[src/rtl/wb_pkg.sv]
// Shared decode constants, source/load-type encodings and load extension
// helper for the writeback stage.
package wb_pkg;

  localparam logic [5:0] RTYPE = 6'b000000;
  localparam logic [5:0] LW    = 6'b100011;
  localparam logic [5:0] LB    = 6'b100000;
  localparam logic [5:0] LBU   = 6'b100100;
  localparam logic [5:0] LH    = 6'b100001;
  localparam logic [5:0] LHU   = 6'b100101;
  localparam logic [5:0] JAL   = 6'b000011;

  localparam logic [5:0] JALR  = 6'b001001;
  localparam logic [5:0] JR    = 6'b001000;
  localparam logic [5:0] MOVZ  = 6'b001010;

  // I-type ALU opcodes occupy a contiguous range (addi .. lui).
  localparam logic [5:0] IALU_LO = 6'b001000;
  localparam logic [5:0] IALU_HI = 6'b001111;

  typedef enum logic [1:0] {
    SRC_ALU = 2'd0,
    SRC_DM  = 2'd1,
    SRC_PC8 = 2'd2
  } wb_src_e;

  typedef enum logic [2:0] {
    LD_W  = 3'd0,
    LD_B  = 3'd1,
    LD_BU = 3'd2,
    LD_H  = 3'd3,
    LD_HU = 3'd4
  } ld_type_e;

  // Halfword selection only looks at off[1]; misaligned off[0] is ignored.
  function automatic logic [31:0] load_extend(input ld_type_e   ld_type,
                                              input logic [31:0] word,
                                              input logic [1:0]  off);
    logic [7:0]  byte_sel;
    logic [15:0] half_sel;
    logic [31:0] result;
    case (off)
      2'd0:    byte_sel = word[7:0];
      2'd1:    byte_sel = word[15:8];
      2'd2:    byte_sel = word[23:16];
      default: byte_sel = word[31:24];
    endcase
    half_sel = off[1] ? word[31:16] : word[15:0];
    case (ld_type)
      LD_B:    result = {{24{byte_sel[7]}}, byte_sel};
      LD_BU:   result = {24'd0, byte_sel};
      LD_H:    result = {{16{half_sel[15]}}, half_sel};
      LD_HU:   result = {16'd0, half_sel};
      default: result = word;
    endcase
    return result;
  endfunction

endpackage

[src/rtl/wb_grf_core.sv]
// 32x32 general register file: async clear, one write port, two read ports
// with write-before-read bypass so a same-cycle write is visible at once.
// Register $0 has no storage and always reads zero.
module grf_core (
  input  logic        clk,
  input  logic        reset,
  input  logic        we,
  input  logic [4:0]  waddr,
  input  logic [31:0] wdata,
  input  logic [4:0]  raddr_a,
  input  logic [4:0]  raddr_b,
  output logic [31:0] rdata_a,
  output logic [31:0] rdata_b
);

  logic [31:0] regs [1:31];

  // Storage: cleared asynchronously, written on the edge when enabled.
  always_ff @(posedge clk or negedge reset) begin
    if (!reset) begin
      for (int i = 1; i < 32; i++) regs[i] <= '0;
    end else if (we && (waddr != 5'd0)) begin
      regs[waddr] <= wdata;
    end
  end

  // Read port A: bypass the in-flight write, else the stored value.
  always_comb begin
    rdata_a = '0;
    if (raddr_a != 5'd0) begin
      if (we && (waddr == raddr_a)) rdata_a = wdata;
      else                          rdata_a = regs[raddr_a];
    end
  end

  // Read port B: same bypass rule as port A.
  always_comb begin
    rdata_b = '0;
    if (raddr_b != 5'd0) begin
      if (we && (waddr == raddr_b)) rdata_b = wdata;
      else                          rdata_b = regs[raddr_b];
    end
  end

endmodule

[src/rtl/wb_grf_stage.sv]
// MIPS writeback stage: decodes the W-stage instruction, extends loaded data,
// selects the write-back source, gates the register write, owns the register
// file and counts retired instructions.
// Optional macro GRF_TRACE_EN: prints one trace line per committed write.
module wb_grf_stage
  import wb_pkg::*;
#(
  parameter logic [31:0] RESET_PC = 32'h0000_3000
) (
  input  logic        clk,
  input  logic        reset,
  input  logic [31:0] instr_W,
  input  logic [31:0] data_dm_W,
  input  logic [31:0] data_alu_W,
  input  logic [31:0] pcout_W,
  input  logic [4:0]  writereg_W,
  input  logic        movz_W_output,
  input  logic        exc_W,
  input  logic [4:0]  rs_addr_D,
  input  logic [4:0]  rt_addr_D,
  output logic [31:0] rs_data_D,
  output logic [31:0] rt_data_D,
  output logic        wb_we_W,
  output logic [4:0]  wb_addr_W,
  output logic [31:0] wb_data_W,
  output logic [31:0] retire_cnt
);

  logic [5:0] opcode;
  logic [5:0] funct;
  logic       dec_writes;
  logic       is_movz;
  wb_src_e    src;
  ld_type_e   ld_type;
  logic [31:0] sel_data;
  logic        retire;

  assign opcode = instr_W[31:26];
  assign funct  = instr_W[5:0];

  // Decode: does this instruction write a register, and from which source.
  always_comb begin
    dec_writes = 1'b0;
    is_movz    = 1'b0;
    src        = SRC_ALU;
    ld_type    = LD_W;
    if (instr_W != 32'd0) begin
      case (opcode)
        LW:  begin dec_writes = 1'b1; src = SRC_DM; ld_type = LD_W;  end
        LB:  begin dec_writes = 1'b1; src = SRC_DM; ld_type = LD_B;  end
        LBU: begin dec_writes = 1'b1; src = SRC_DM; ld_type = LD_BU; end
        LH:  begin dec_writes = 1'b1; src = SRC_DM; ld_type = LD_H;  end
        LHU: begin dec_writes = 1'b1; src = SRC_DM; ld_type = LD_HU; end
        JAL: begin dec_writes = 1'b1; src = SRC_PC8; end
        RTYPE: begin
          if (funct == JALR) begin
            dec_writes = 1'b1;
            src        = SRC_PC8;
          end else if (funct != JR) begin
            dec_writes = 1'b1;
            is_movz    = (funct == MOVZ);
          end
        end
        default: begin
          if ((opcode >= IALU_LO) && (opcode <= IALU_HI)) dec_writes = 1'b1;
        end
      endcase
    end
  end

  // Source mux: link address, extended load data or ALU result.
  always_comb begin
    case (src)
      SRC_PC8: sel_data = pcout_W + 32'd8;
      SRC_DM:  sel_data = load_extend(ld_type, data_dm_W, data_alu_W[1:0]);
      default: sel_data = data_alu_W;
    endcase
  end

  // Commit gate; a failed movz condition turns the write into a no-op.
  always_comb begin
    wb_we_W   = dec_writes && !exc_W && (writereg_W != 5'd0) &&
                (!is_movz || movz_W_output);
    wb_addr_W = wb_we_W ? writereg_W : 5'd0;
    wb_data_W = wb_we_W ? sel_data   : 32'd0;
  end

  grf_core u_grf_core (
    .clk     (clk),
    .reset   (reset),
    .we      (wb_we_W),
    .waddr   (wb_addr_W),
    .wdata   (wb_data_W),
    .raddr_a (rs_addr_D),
    .raddr_b (rt_addr_D),
    .rdata_a (rs_data_D),
    .rdata_b (rt_data_D)
  );

  // Bubbles (nop or PC below the boot address) and squashed slots do not retire.
  assign retire = (instr_W != 32'd0) && !exc_W && (pcout_W >= RESET_PC);

  // Retired-instruction counter, free-running with natural wrap.
  always_ff @(posedge clk or negedge reset) begin
    if (!reset)      retire_cnt <= '0;
    else if (retire) retire_cnt <= retire_cnt + 32'd1;
  end

`ifdef GRF_TRACE_EN
  // Simulation trace of every committed register write.
  always @(posedge clk) begin
    if (reset && wb_we_W)
      $display("@%08h: $%2d <= %08h", pcout_W, wb_addr_W, wb_data_W);
  end
`endif

endmodule

[config.mk]
export PLATFORM = sky130hd
export DESIGN_NAME = wb_grf_stage
export DESIGN_NICKNAME = d
export VERILOG_FILES = /design/src/rtl/wb_pkg.sv /design/src/rtl/wb_grf_core.sv /design/src/rtl/wb_grf_stage.sv
export SDC_FILE = /design/constraint.sdc
export NUM_CORES = 2
export LEC_CHECK = 0
export BUFFER_PORTS_ARGS = -buffer_cell sky130_fd_sc_hd__buf_2
export CAP_MARGIN = 20
export CORE_MARGIN = 5
export CORE_UTILIZATION = 30
export DETAILED_ROUTE_END_ITERATION = 8
export SYNTH_ARGS = -nofsm -noshare
export SYNTH_HDL_FRONTEND = slang
export SYNTH_SLANG_ARGS = --single-unit
[constraint.sdc]
create_clock -name clk -period 2.7 [get_ports clk]
set_input_delay 0 -clock clk [delete_from_list [all_inputs] [get_ports clk]]
set_output_delay 0 -clock clk [all_outputs]
set_load 0.005 [all_outputs]
Word level (Yosys, flattened, before mapping):

Cells that the tools add are included.
W data, S select, Z words.

* register bits: 1024
* logic and storage cells: 118

* multiplexer cells: 33
* magnitude comparators: 7
* add/sub/neg operators: 2
* bitwise operators: 3
* reductions and logical operators: 22
* equality and inequality tests: 19

Operators with widths (count)
* $bwmux W992: 1
* $bmux W32 S5: 2
* $mux W32: 10
* $demux W32 S5: 1
* $pmux W32 S4: 1
* $pmux W32 S2: 1
* $add A32 B1 Y32 const B: 1
* $add A32 B4 Y32 const B: 1
* $ge A32 B14 Y1 const B: 1
* $reduce_bool A32 Y1: 1
* $eq A6 B6 Y1 const B: 5
* $pmux W8 S3: 1
* $reduce_bool A5 Y1: 4
* $ge A6 B6 Y1 const B: 3
* $not A5 Y6: 3
* $mux W16: 1
* $eq A6 B4 Y1 const B: 2
* $pmux W3 S4: 1
* $eq A5 B5 Y1: 2
* $logic_and A1 B1 Y1: 10
* $mux W1: 8
* $eq A3 B2 Y1 const B: 2
* $eq A6 B2 Y1 const B: 1
* $ge A6 B4 Y1 const B: 1
* other kinds (18): 22

Depth between registers and ports, before layout:

* depth in word-level cells: 15
* depth in mapped cells: 15

Hierarchy:

From an unflattened synthesis, not the netlist that was laid out.

* cells, all modules: 4135
* area, all modules: 57361.3 µm²

Modules (own cells, without submodules)
* grf_core: cells each 3653, area each 53528.8 µm², sequential area each 24823.8 µm², times used 1
* wb_grf_stage: cells each 482, area each 3832.4 µm², sequential area each 800.8 µm², times used 1

Worst setup path after synthesis:

No wires, ideal clock.

* path type: input-to-reg
* from: in instr_W[2]
* to: reg u_grf_core.regs[636] (netlist bit)
* setup slack: -0.419 ns
* data required time: 2.572 ns
* stages: 11
* setup time: 0.128 ns
* path buffers: 4
* data arrival time: 2.992 ns
* cells stage by stage: or4b_2 nor4b_1 o21a_1 ha_1 buf_2 clkbuf_1 clkbuf_1 o21ai_0 a221o_1 clkbuf_1 mux2_1

* word-level cells in the longest chain between the ends: 15
* elaborated cells between the ends (all ways): 40
* classes of those cells: order compare: 2; eq/ne: 9; mux: 19; bitwise: 1; reduce/logical: 9

Ends and longest elaborated chain
* start: declaration: line wb_grf_stage.sv:12 `input logic [31:0] instr_W,`
* $ne A6 B4 Y1 / $eq A6 B4 Y1 (equally long branches): line wb_grf_stage.sv:59, wb_grf_stage.sv:61
* $mux W1: line wb_grf_stage.sv:59 `end else if (funct != JR) begin`
* $mux W1: line wb_grf_stage.sv:56 `if (funct == JALR) begin`
* $pmux W1 S2 / $mux W1 (equally long branches): line wb_grf_stage.sv:48 `case (opcode)`
* $mux W1: line wb_grf_stage.sv:47 `if (instr_W != 32'd0) begin`
* $logic_and A1 B1 Y1 / $logic_not A1 Y1 (equally long branches): line wb_grf_stage.sv:82, wb_grf_stage.sv:83
* $logic_and A1 B1 Y1 / $logic_or A1 B1 Y1 (equally long branches): line wb_grf_stage.sv:82, wb_grf_stage.sv:83
* $logic_and A1 B1 Y1: line wb_grf_stage.sv:82 `wb_we_W = dec_writes && !exc_W && (writereg_W != 5'd0) &&`
* $mux W5: line wb_grf_stage.sv:84 `wb_addr_W = wb_we_W ? writereg_W : 5'd0;`
* $not A5 Y6 (implied by the code): line wb_grf_core.sv:23 `regs[waddr] <= wdata;`
* $ge A6 B6 Y1 (implied by the code) / $lt A6 B1 Y1 (equally long branches): line wb_grf_core.sv:23
* $logic_and A1 B1 Y1 (implied by the code): line wb_grf_core.sv:23
* $mux W32 (implied by the code): line wb_grf_core.sv:23
* $demux W32 S5: line wb_grf_core.sv:23
* $bwmux W992: line wb_grf_core.sv:23
* end signal: indexed assignment: line wb_grf_core.sv:23
* end: declaration: line wb_grf_core.sv:16 `logic [31:0] regs [1:31];`

Parallel ways exist; a longest one is shown, timed or not.
A chain may end at the register's enable or synchronous reset.

Final worst setup path:

* from: in instr_W[5]
* to: out rt_data_D[10]

* word-level cells in the longest chain between the ends: 13
* elaborated cells between the ends (all ways): 35
* classes of those cells: eq/ne: 10; mux: 18; reduce/logical: 7

Ends and longest elaborated chain
* $ne A6 B4 Y1 / $eq A6 B4 Y1 (equally long branches): line wb_grf_stage.sv:59, wb_grf_stage.sv:61
* $mux W1: line wb_grf_stage.sv:59
* $mux W1: line wb_grf_stage.sv:56
* $pmux W1 S2 / $mux W1 (equally long branches): line wb_grf_stage.sv:48
* $mux W1: line wb_grf_stage.sv:47
* $logic_and A1 B1 Y1 / $logic_not A1 Y1 (equally long branches): line wb_grf_stage.sv:82, wb_grf_stage.sv:83
* $logic_and A1 B1 Y1 / $logic_or A1 B1 Y1 (equally long branches): line wb_grf_stage.sv:82, wb_grf_stage.sv:83
* $logic_and A1 B1 Y1: line wb_grf_stage.sv:82
* $mux W5: line wb_grf_stage.sv:84
* $eq A5 B5 Y1: line wb_grf_core.sv:40 `if (we && (waddr == raddr_b)) rdata_b = wdata;`
* $logic_and A1 B1 Y1: line wb_grf_core.sv:40
* $mux W32 (*): line wb_grf_core.sv:40
* $mux W32 (*): line wb_grf_core.sv:39 `if (raddr_b != 5'd0) begin`
* end: declaration: line wb_grf_stage.sv:22 `output logic [31:0] rt_data_D,`

Mark *: on every way between the ends. The rest lies on a longest branch, timed or not.

==> flow_metrics.env <==
export IMPL_synth_top_area_cell="dfrtp_1"
export IMPL_drt_pass1_iter_count=6
export IMPL_p_clk_frac=0.385
export IMPL_yosysSeqAreaShare=0.445
export IMPL_clock_path_buffers=3
export IMPL_cp_arrival_ns=3.07
export IMPL_cts_root_buf="clkbuf_16"
export IMPL_start_util=0.302
export IMPL_ys_warn_count=0
export IMPL_p_leak_nw=33.1
export IMPL_hold_ws_ns=-0.0177
export IMPL_totalWireLength_um=230000
export IMPL_finalPower_w=0.0395
export IMPL_cts_buffers_inserted=110
export IMPL_synth_seq_cells=1024
export IMPL_powerDensity_mw_per_mm2=541
export IMPL_p_sw_w=0.0110
export IMPL_synth_top_family_by_area="multiplexers"
export IMPL_p_int_w=0.0286
export IMPL_cp_end_kind="output pin"
export IMPL_path_class="in -> out"
export IMPL_port_buffers=280
export IMPL_setup_violations=121
export IMPL_async_flop_share=1.00
export IMPL_pin_count=281
export IMPL_clkLatencyLatePin_ns=0.74
export IMPL_fin_setup_tns_ns=-19.13
export IMPL_ant_nets=0
export IMPL_drc=0
export IMPL_synth_adder_area_share=0.000869
export IMPL_coreArea_mm2=0.191
export IMPL_cp_data_required_time_ns=2.70
export IMPL_drt_met1_wl_um=86600
export IMPL_p_comb_frac=0.176
export IMPL_synthMuxAreaShare=0.377
export IMPL_synthXorXnorAreaFrac=0.00867
export IMPL_drive_above_1_share=0.529
export IMPL_synth_area_leaders="dfrtp_1 (45%), mux4_2 (18%), mux2_2 (17%)"
export IMPL_num_rows=160
export IMPL_p_seq_frac=0.439
export IMPL_vdd_drop_max_v=0.000460
export IMPL_cts_tree="yes"
export IMPL_synthesis_nets=4496
export IMPL_grt_pass1_wl_um=328000
export IMPL_antenna_found_initial=8
export IMPL_vias=44700
export IMPL_grt_pass1_vias=45500
export IMPL_htreeDepth=3
export IMPL_clkSinkCount=1024
export IMPL_finalClockSkew_ns=0.00693
export IMPL_syn_to_final_growth_pct=27.1
export IMPL_synthesis_area_mm2=0.0576
export IMPL_max_slew_worst_pin_slew_ns=0.895
export IMPL_crit_path_start_kind="primary input"
export IMPL_finalCritPeriodShare=1.14
export IMPL_rsz0062_at_grt="yes"
export IMPL_met2WireLength_um=108000
export IMPL_fmax_ghz=0.326
export IMPL_avgSynthCellArea_um2=13.2
export IMPL_num_fill_cells=18000
export IMPL_avgRoutedWirePerCell_um=30.3
export IMPL_dieHeight_um=448
export IMPL_final_net_count=5121
export IMPL_met3_length_um=20200
export IMPL_die_area_mm2=0.201
export IMPL_highest_layer="met5"
export IMPL_dp_hpwl_um=153000
export IMPL_hold_path_class="in -> reg"
export IMPL_overflow=0
export IMPL_post_synth_num_cell_types=85
export IMPL_hold_viol=3
export IMPL_grt_max_degree=116
export IMPL_outcome="complete, but fails checks"
export IMPL_synthFlopType="dfrtp_1"
export IMPL_switching_share=0.277
export IMPL_finalMaxSlewViolations=0
export IMPL_violations="negative hold slack, negative setup slack"
export IMPL_synth_compound_gate_area_share=0.0757
export IMPL_routed_via_density=5.90
export IMPL_syn_instance_count=4345
export IMPL_postLayoutCoreUtil=0.384
export IMPL_place_gp_congestion=0.909
export IMPL_synth_edff_count=0
export IMPL_fin_crit_ns=3.07
export IMPL_synth_top_cell_area_share=0.445
export IMPL_chipWidth_um=448
export IMPL_slew_headroom=0.402
export IMPL_fin_ws_ns=-0.366
export IMPL_grt_use_total=0.222
export IMPL_drv_cap=0
export IMPL_drt_initial_drc_count=4310
export IMPL_critPathMaxFanout=6
export IMPL_synth_simple_area_share=0.0564
export IMPL_clkTransAtPathRegs_ns=0.06
==> registers in the layout, summed over array words and instances, names as in the netlist <==
signal           cells
retire_cnt          32
u_grf_core.regs    992
==> worst paths after layout <==
check | slack, ns | to | cells after the start | start
hold / removal | -0.02 | u_grf_core.regs[809]$_DFFE_PN0P_ | 5 | data_alu_W[9]
setup reg to reg | 0.42 | retire_cnt[24]$_DFFE_PN0P_ | 7 | retire_cnt[7]$_DFFE_PN0P_
setup / recovery | -0.37 | rt_data_D[10] | 15 | instr_W[5]
hold reg to reg | 0.50 | retire_cnt[31]$_DFFE_PN0P_ | 1 | retire_cnt[31]$_DFFE_PN0P_
min in group asynchronous | 0.16 | u_grf_core.regs[618]$_DFFE_PN0P_ | 3 | reset
max in group asynchronous | 1.87 | u_grf_core.regs[801]$_DFFE_PN0P_ | 3 | reset
==> cell type report <==
type,count,area (µm²),share of cell area
sequential,1024,25600,0.350
timing repair buffer,940,9290,0.127
tap,2511,3140,0.0429
multi-input combinational,2854,31300,0.428
antenna,5,12.5,0.000171
clock inverter,25,243,0.00332
inverter,40,186,0.00255
clock buffer,173,3340,0.0457
==> cells in the final DEF, fill, tap and decap left out, drive strengths merged, types with 10 or more instances in the layout <==
| master | synthesis | routed |
|---|---|---|
| a2111oi | 14 | 14 |
| mux2 | 929 | 929 |
| mux4 | 457 | 457 |
| and3 | 16 | 16 |
| a21oi | 64 | 64 |
| dfrtp | 1024 | 1024 |
| buf | 220 | 904 |
| o21ai | 191 | 191 |
| xnor2 | 26 | 26 |
| a22oi | 71 | 71 |
| a211o | 10 | 10 |
| nor2 | 147 | 148 |
| nand3 | 61 | 61 |
| nor4 | 22 | 22 |
| dlygate4sd3 | 0 | 17 |
| and2 | 32 | 34 |
| o221ai | 15 | 15 |
| clkinv | 0 | 21 |
| a221o | 12 | 12 |
| a211oi | 49 | 49 |
| a22o | 26 | 26 |
| clkbuf | 210 | 187 |
| a31oi | 15 | 15 |
| mux2i | 92 | 92 |
| xor2 | 31 | 31 |
| a221oi | 34 | 34 |
| inv | 40 | 41 |
| nand4 | 33 | 33 |
| nor3 | 37 | 37 |
| nor2b | 31 | 31 |
| nand2 | 229 | 229 |
| o22ai | 38 | 38 |
| o211ai | 26 | 26 |
| nand2b | 31 | 31 |
==> synthesized netlist by cell type, types with 30 or more instances <==
cell type,number
dfrtp_1,1024
mux2_2,894
mux4_2,457
nand2_1,228
clkbuf_1,210
o21ai_0,187
buf_2,149
nor2_1,147
mux2i_1,92
a22oi_1,71
a21oi_1,63
nand3_1,60
a211oi_1,48
o22ai_1,38
mux2_1,35
nor3_1,35
a221oi_1,34
buf_1,34
inv_1,33
and2_1,31
nand2b_1,31
nand4_1,31
nor2b_1,31
xor2_1,31
buf_4,30
==> metrics by stage <==
| step | worst slack [ns] | cell area [µm²] | cells |
|---|---|---|---|
| 5_1_grt | -0.419 | 73100 | 7569 |
| 2_1_floorplan | -0.0945 | 57700 | 4345 |
| 3_3_place_gp | -0.932 | 66300 | 7216 |
| 4_1_cts | -0.334 | 72000 | 7508 |
| 6_report | -0.366 | 73200 | 7572 |
| 3_5_place_dp | -0.925 | 66300 | 7217 |
==> layer usage <==
metal,track usage,vias to the layer above
met4,0.122,4
met1,0.278,23700
met2,0.359,2409
met5,0,-
li1,-,18000
met3,0.0470,601
==> repair_timing <==
action	in CTS	in global routing
resized for setup	293	164
hold buffers	18	0
cloned	6	10
pin swaps	58	51
setup endpoints to repair	110	150
setup buffers	83	69
hold endpoints to repair	1064	0
==> critical path, cell delays in order <==
cell and delay, ns:
buf_6 0.09, or4b_4 0.55, nor4b_4 0.24, o21a_1 0.23
ha_4 0.22, clkinvlp_4 0.14, buf_6 0.15, buf_4 0.14
o21ai_4 0.20, o211ai_1 0.36, clkbuf_16 0.31, buf_8 0.12
nor2_4 0.09, a31oi_4 0.05, buf_6 0.14
==> cell families (layout without fill, tap and decap cells) <==
group	count (synthesis)	after routing
fa+ha+maj	4	4
mux	1478	1478
flops	1024	1024
compound gates	641	641
buf+inv	470	1178
xor+xnor	57	57
other cells	0	5
simple gates	671	674
==> power groups by stage <==
stage               logic (W)  clock network, W  registers, W
finish                0.00697            0.0152        0.0174
global route          0.00736            0.0160        0.0175
CTS                   0.00675            0.0154        0.0173
detailed placement    0.00633                 0        0.0176
global placement      0.00623                 0        0.0175
floorplan             0.00363                 0        0.0173
Note: power is estimated with default switching activity, not from simulation.
